`src/rtl/up_down_counter.sv`:
```
// up_down_counter: WIDTH-bit synchronous up/down counter with count enable
module up_down_counter #(
  parameter int WIDTH = 5
) (
  input  logic             clk,
  input  logic             reset_n,
  input  logic             upcount,
  input  logic             enable,
  output logic [WIDTH-1:0] out
);
  localparam logic [WIDTH-1:0] one = 1;
  logic [WIDTH-1:0] count_next;
  always_comb count_next = !enable ? out : upcount ? out + one : out - one;
  always_ff @(posedge clk)
    out <= !reset_n ? '0 : count_next;
endmodule

```
`config.mk`:
```
export PLATFORM = sky130hd
export DESIGN_NAME = up_down_counter
export DESIGN_NICKNAME = d
export VERILOG_FILES = /design/src/rtl/up_down_counter.sv
export SDC_FILE = /design/constraint.sdc
export NUM_CORES = 1
export LEC_CHECK = 0
export ABC_CLOCK_PERIOD_IN_PS = 4000
export BUFFER_PORTS_ARGS = -buffer_cell sky130_fd_sc_hd__buf_2
export CAP_MARGIN = 20
export CORE_AREA = 2 2 39 41
export DETAILED_ROUTE_END_ITERATION = 8
export DIE_AREA = 0 0 41 43
export SETUP_SLACK_MARGIN = 0.2
export SYNTH_ARGS = -nofsm -noshare
export SYNTH_HDL_FRONTEND = slang
export SYNTH_SLANG_ARGS = --single-unit
```
`constraint.sdc`:
```
create_clock -name clk -period 4 [get_ports clk]
set_clock_uncertainty 0.15 [all_clocks]
set_input_delay 0.8 -clock clk [delete_from_list [all_inputs] [get_ports clk]]
set_output_delay 0.8 -clock clk [all_outputs]
set_load 0.05 [all_outputs]
```
# ---- Word-level counts from Yosys, hierarchy flattened
# Index checks and enable logic that the tools add are counted.
dict set report classes {
  add_sub_neg 2
  multipliers 0
  div_mod_pow 0
  n_lt_le_gt_ge 0
  n_eq_ne 0
  shifts 0
  n_mux 1
  n_bitwise 0
  n_reduce_logical 0
}
# cell n
set op_table {}
lappend op_table {{$add A5 B1 Y5 const B} 1}
lappend op_table {{$mux W5} 1}
lappend op_table {{$sub A5 B1 Y5 const B} 1}
dict set report totals {
  regBits 5
  latchBits 0
  mem_bits_rw 0
  rom_bits 0
  in_bits 4
  out_inout_bits 5
  wordCells 4
  n_memories 0
}

# ---- Longest topological paths before layout
# Gate-level depths: netlist (run 1).
dict set report depth {
  depth_word 2
  ltp_mapped 6
  ltp_nobuf 6
}

# ---- Least setup slack after synthesis (run 1)
# No wires, ideal clock.
dict set report synth_timing {
  kind {in2reg}
  from {input upcount}
  to {register out[4]}
  setup_time_ps 72
  t_arrival_ps 2049
  t_required_ps 3778
  setup_slack_ps 1730
  path_stages 6
  n_path_buf 0
  cell_sequence {inv_1 > fa_1 > a21o_1 > a21oi_2 > mux2i_1 > mux2i_1}
}
dict set report synth_via {
  elab_chain_len 1
}
# item line_no
set synth_lines {}
lappend synth_lines {{start: declaration} 7} ;# input logic upcount,
lappend synth_lines {{$mux W5} 13} ;# always_comb count_next = !enable ? out : upcount ? out + one : out - one;
lappend synth_lines {{end signal: assignment} 15} ;# out <= !reset_n ? '0 : count_next;
lappend synth_lines {{end: declaration} 9} ;# output logic [WIDTH-1:0] out
# No other way between the ends.
# A chain may end at the register's enable or synchronous reset.

# ---- Worst setup path in the final report (run 1)
# Ends and elaborated chain as after synthesis.

==> run_results.csv, run 1 <==
group,metric,value,unit
route,num_vias,258,
floorplanning,io_pins,9,
yosys,synth_mux_area_frac,0.0952,
yosys,synth_nets,40,
layout,final_cells,59,
clocking,cts_resized,0,
layout,final_core_util,0.287,
floorplanning,core-area,1380,sq um
yosys,ys_warn_count,0,
place,pre_cts_ws,1.54,ns
timing,tns,0,ns
pwr,max-vdd-ir-drop,0.174,mV
clocking,cts_tree,"built",
critical_path,endpoint,"out[4]",
run,cap_violations,0,
critical_path,arrival,2.20,ns
critical_path,crit_required,4.03,ns
layout,layout-drive-gt1-share,0.279,
timing,period_share,0.544,
timing,timing.fmax,0.460,GHz
route,first_pass_iters,1,
grt,grt_max_degree,10,
yosys,synthAdderAreaFrac,0.183,
pwr,total_power,0.188,mW
clocking,cts_htree_levels,1,
critical_path,worst-setup-path-type,"in -> reg",
yosys,synth_compound_area_frac,0.147,
clocking,root_buffer,"clkbuf_4",
yosys,syn_inst,32,
layout,biggestRegsByFlops,"out (5)",
route,viasPerCell,4.37,
clocking,path_clk_slew,0.04,ns
timing,tightest_slew,0.251,ns
layout,top_register,"out",
pwr,p_per_area,475,nW/um^2
place,post_dp_cell_area,370,sq um
clocking,ctsHoldBuffers,0,
layout,register_area,100,sq um
critical_path,r2r_slack,2.24,ns
route,wl_per_cell,9.24,um
critical_path,cp-startpoint,"upcount",
worst_hold_path,holdPathStages,2,
pwr,power.leakage,0.210,nW
place,portBuffers,8,
timing,hold_violations,0,
route,routed_wl,545,um
route,ant_nets,0,
floorplanning,die-area,1760,sq um
yosys,ys_ff_latch,5,
layout,syn_to_final_growth,25.8,%
layout,n_antenna_cell,0,
grt,gr-usage-all-layers,0.0805,
yosys,synth.cell_area,315,sq um
layout,multiInputGateArea,206,sq um
clocking,clkLatencyLatePin,0.25,ns
floorplanning,die_x,41,um
timing,grt_setup_unrepaired,"no",
critical_path,crit_fanout,5,
yosys,avgSynthCellArea,9.85,sq um
critical_path,r2r_cells,5,
clocking,cts_sinks,5,
timing,setup_viol,0,
place,place.gp.congestion,0.685,
layout,design_area,397,sq um
yosys,ys_seq_area_frac,0.317,
clocking,postCtsSetupRepairBufs,0,
grt,grt_pass1_wl,890,um
place,post-place-cells,55,
floorplanning,rows,14,
yosys,yosys.area_share.simple,0.175,
yosys,synth_xor_xnor_area_share,0.0556,
critical_path,r2r_start,"out[0]",
timing,setup_slack,1.83,ns
critical_path,critPathCaptureType,"register",
floorplanning,dieHeight,43,um
timing,period_minus_slack,2.17,ns
layout,largest_reg_flops,5,
grt,antenna_found_initial,0,
layout,final_net_count,52,
timing,slew_headroom,0.834,
outcome,status,"complete, no violations",
clocking,cts_buffers,3,
grt,grt_pass1_vias,235,
critical_path,startpoint_type,"input port",
yosys,synthDistinctLibCells,19,
grt,gr-total-overflow,0,
clocking,clockBufferDepth,2,
layout,fillers,144,
worst_hold_path,min_path_type,"reg -> reg",
route,first_iter_violations,0,
floorplanning,start_util,0.228,
timing,slew_violations,0,
critical_path,reg2reg_to,"out[4]",
yosys,synth_top_family_by_area,"adder cells",
route,route.detailed.drc,0,
timing,timing.hold.ws,0.322,ns
[kinds of logic (layout without fill, tap and decap cells)]
group,after synthesis,in the layout
AO/OA/AOI/OAI,6,6
multiplexers,3,3
XOR/XNOR,2,2
buffers and inverters,2,13
adder cells (fa/ha/maj),4,4
flip-flops,5,5
AND/OR/NAND/NOR,10,10
[critical path, stage by stage]
cell     delay [ns]
buf_2          0.08
inv_1          0.10
fa_1           0.47
a21o_1         0.21
a21oi_2        0.14
mux2i_1        0.22
mux2i_1        0.18
[worst min path at each step]
stage,from,end,slack [ns]
6_report,out[4],out[4],0.32
5_1_grt,out[4],out[4],0.37
4_1_cts,out[4],out[4],0.32
3_5_place_dp,out[4],out[4],0.32
3_3_place_gp,out[4],out[4],0.30
2_1_floorplan,out[4],out[4],0.53
[cell usage after synthesis]
| cell | number | area share |
|---|---|---|
| dfxtp_1 | 5 | 0.32 |
| nand2_1 | 4 | 0.048 |
| ha_1 | 3 | 0.12 |
| mux2i_1 | 3 | 0.095 |
| a21o_1 | 2 | 0.048 |
| nand3b_1 | 2 | 0.048 |
| a21oi_1 | 1 | 0.016 |
| a21oi_2 | 1 | 0.028 |
| and2_1 | 1 | 0.020 |
| buf_2 | 1 | 0.016 |
| fa_1 | 1 | 0.063 |
| inv_1 | 1 | 0.012 |
| nand2b_1 | 1 | 0.020 |
| nand4_1 | 1 | 0.020 |
| nor2b_1 | 1 | 0.020 |
| o211a_1 | 1 | 0.032 |
| o211ai_1 | 1 | 0.024 |
| xnor2_1 | 1 | 0.028 |
| xor2_1 | 1 | 0.028 |
[layer usage]
metal  up-vias  wire (um)  GRT usage
met5         -          0          0
met4         0          0     0.0200
met3         0         54     0.0942
met2        10        229     0.0969
met1       114        262     0.0906
li1        134          -          -
[power breakdown]
part	switching, mW	internal [mW]
Combinational	0.0416	0.0238
Sequential	0.00586	0.0567
Clock	0.0225	0.0378
[layout by cell type, fill, tap and decap left out, drive strengths merged]
master | synthesis | layout
a21oi | 2 | 2
nand3b | 2 | 2
ha | 3 | 3
a21o | 2 | 2
and2 | 1 | 1
nand2b | 1 | 1
fa | 1 | 1
o211a | 1 | 1
dfxtp | 5 | 5
nand4 | 1 | 1
xor2 | 1 | 1
o211ai | 1 | 1
mux2i | 3 | 3
nand2 | 4 | 4
inv | 1 | 1
nor2b | 1 | 1
clkbuf | 0 | 4
xnor2 | 1 | 1
buf | 1 | 8
[layout make-up]
class,instances,area share
flip-flops and latches,5,0.252
repair buffers,8,0.101
multi-input cells,25,0.521
inverters,1,0.00946
well taps,16,0.0505
clock buffers,4,0.0662
(Power assumes the default switching activity.)
==> inputs of run 2 (changes only) <==
--- a/config.mk
+++ b/config.mk
@@ -5,7 +5,7 @@
 export SDC_FILE = /design/constraint.sdc
 export NUM_CORES = 1
 export LEC_CHECK = 0
-export ABC_CLOCK_PERIOD_IN_PS = 4000
+export ABC_CLOCK_PERIOD_IN_PS = 2200
 export BUFFER_PORTS_ARGS = -buffer_cell sky130_fd_sc_hd__buf_2
 export CAP_MARGIN = 20
 export CORE_AREA = 2 2 39 41
==> constraint.sdc (replaced) <==
create_clock -name clk -period 2.2 [get_ports clk]
set_clock_uncertainty 0.15 [all_clocks]
set_input_delay 0.44 -clock clk [delete_from_list [all_inputs] [get_ports clk]]
set_output_delay 0.44 -clock clk [all_outputs]
set_load 0.05 [all_outputs]
==> run_results.csv, run 2 (synthesis results as in run 1) <==
group,metric,value,unit
floorplanning,start_util,0.228,
route,wl_per_cell,8.92,um
worst_hold_path,min_path_type,"reg -> reg",
pwr,power.leakage,0.210,nW
clocking,clkLatencyLatePin,0.24,ns
timing,slew_violations,0,
grt,gr-usage-all-layers,0.0765,
route,ant_nets,0,
critical_path,crit_required,2.22,ns
clocking,path_clk_slew,0.04,ns
route,route.detailed.drc,0,
layout,final_net_count,52,
floorplanning,io_pins,9,
pwr,p_sw,0.122,mW
floorplanning,die_x,41,um
place,pre_cts_ws,0.112,ns
clocking,ctsHoldBuffers,0,
place,place.gp.congestion,0.720,
layout,syn_to_final_growth,25.8,%
timing,setup_viol,0,
layout,biggestRegsByFlops,"out (5)",
floorplanning,rows,14,
grt,grt_max_degree,10,
layout,multiInputGateArea,206,sq um
timing,slew_headroom,0.834,
layout,final_common_cell,"buf_2",
pwr,p_per_area,850,nW/um^2
clocking,cts_htree_levels,1,
grt,grt_pass1_vias,194,
grt,antenna_found_initial,0,
timing,grt_setup_unrepaired,"no",
route,first_iter_violations,14,
layout,n_antenna_cell,0,
timing,tightest_slew,0.250,ns
pwr,max-vdd-ir-drop,0.325,mV
pwr,seqPwrFrac,0.337,
floorplanning,dieHeight,43,um
pwr,p_clk_frac,0.309,
critical_path,startpoint_type,"input port",
route,routed_wl,526,um
clocking,postCtsSetupRepairBufs,0,
grt,gr-total-overflow,0,
critical_path,crit_fanout,5,
route,first_pass_iters,4,
place,portBuffers,8,
timing,timing.fmax,0.541,GHz
route,viasPerCell,4.49,
clocking,cts_buffers,3,
route,num_vias,265,
timing,period_share,0.841,
critical_path,arrival,1.87,ns
clocking,root_buffer,"clkbuf_4",
clocking,clockBufferDepth,2,
layout,fillers,150,
layout,layout-drive-gt1-share,0.279,
timing,timing.hold.ws,0.323,ns
critical_path,worst-setup-path-type,"in -> reg",
layout,register_area,100,sq um
timing,period_minus_slack,1.85,ns
pwr,combPwrFrac,0.354,
layout,largest_reg_flops,5,
layout,top_register,"out",
layout,final_core_util,0.287,
run,cap_violations,0,
floorplanning,die-area,1760,sq um
pwr,p_int,0.215,mW
timing,hold_violations,0,
layout,final_cell_mix,"buf_2 (8), dfxtp_1 (5), nand2_1 (4)",
pwr,total_power,0.337,mW
critical_path,critPathCaptureType,"register",
timing,setup_slack,0.350,ns
clocking,cts_tree,"built",
floorplanning,core-area,1380,sq um
pwr,swShare,0.362,
clocking,cts_resized,0,
clocking,cts_sinks,5,
outcome,status,"complete, no violations",
grt,grt_pass1_wl,821,um
timing,tns,0,ns
==> run 2: cell counts in the layout (fill, tap and decap cells not counted) <==
Identical to the previous run, type by type.
==> run 2: final cells by class <==
type,count,area share
timing repair buffer,8,0.101
clock buffer,4,0.0662
sequential,5,0.252
inverter,1,0.00946
multi-input combinational,25,0.521
tap,16,0.0505
==> run 2: routing by layer <==
metal  vias to the layer above  part of all wire  track usage
li1                        137                 -            -
met1                       115              0.46        0.104
met2                        13              0.41       0.0719
met3                         0              0.13       0.0785
met4                         0                 0       0.0400
met5                         -                 0            0
==> run 2: metrics by stage <==
| step | area, sq um | instances |
|---|---|---|
| floorplan | 315 | 32 |
| global placement | 370 | 55 |
| detailed placement | 370 | 55 |
| CTS | 397 | 59 |
| global route | 397 | 59 |
| finish | 397 | 59 |
==> run 2: path summary, 6_finish.rpt <==
kind                            slack (ns)  depth (start not counted)     from      to
worst max register to register        0.42                          5   out[0]  out[4]
worst min register to register        0.32                          2   out[4]  out[4]
worst min-delay path                  0.32                          2   out[4]  out[4]
worst max-delay path                  0.35                          7  upcount  out[4]
==> run 2: power by group through the flow <==
stage          registers, mW  logic [mW]  clock network (mW)
6_report               0.114       0.119               0.104
2_1_floorplan          0.156      0.0561                   0
5_1_grt                0.116       0.129               0.115
4_1_cts                0.114       0.121               0.111
3_3_place_gp           0.115       0.118                   0
3_5_place_dp           0.115       0.120                   0
==> run 2: critical path: stages <==
cell	delay, ns
buf_2	0.08
inv_1	0.10
fa_1	0.47
a21o_1	0.21
a21oi_2	0.14
mux2i_1	0.22
mux2i_1	0.20
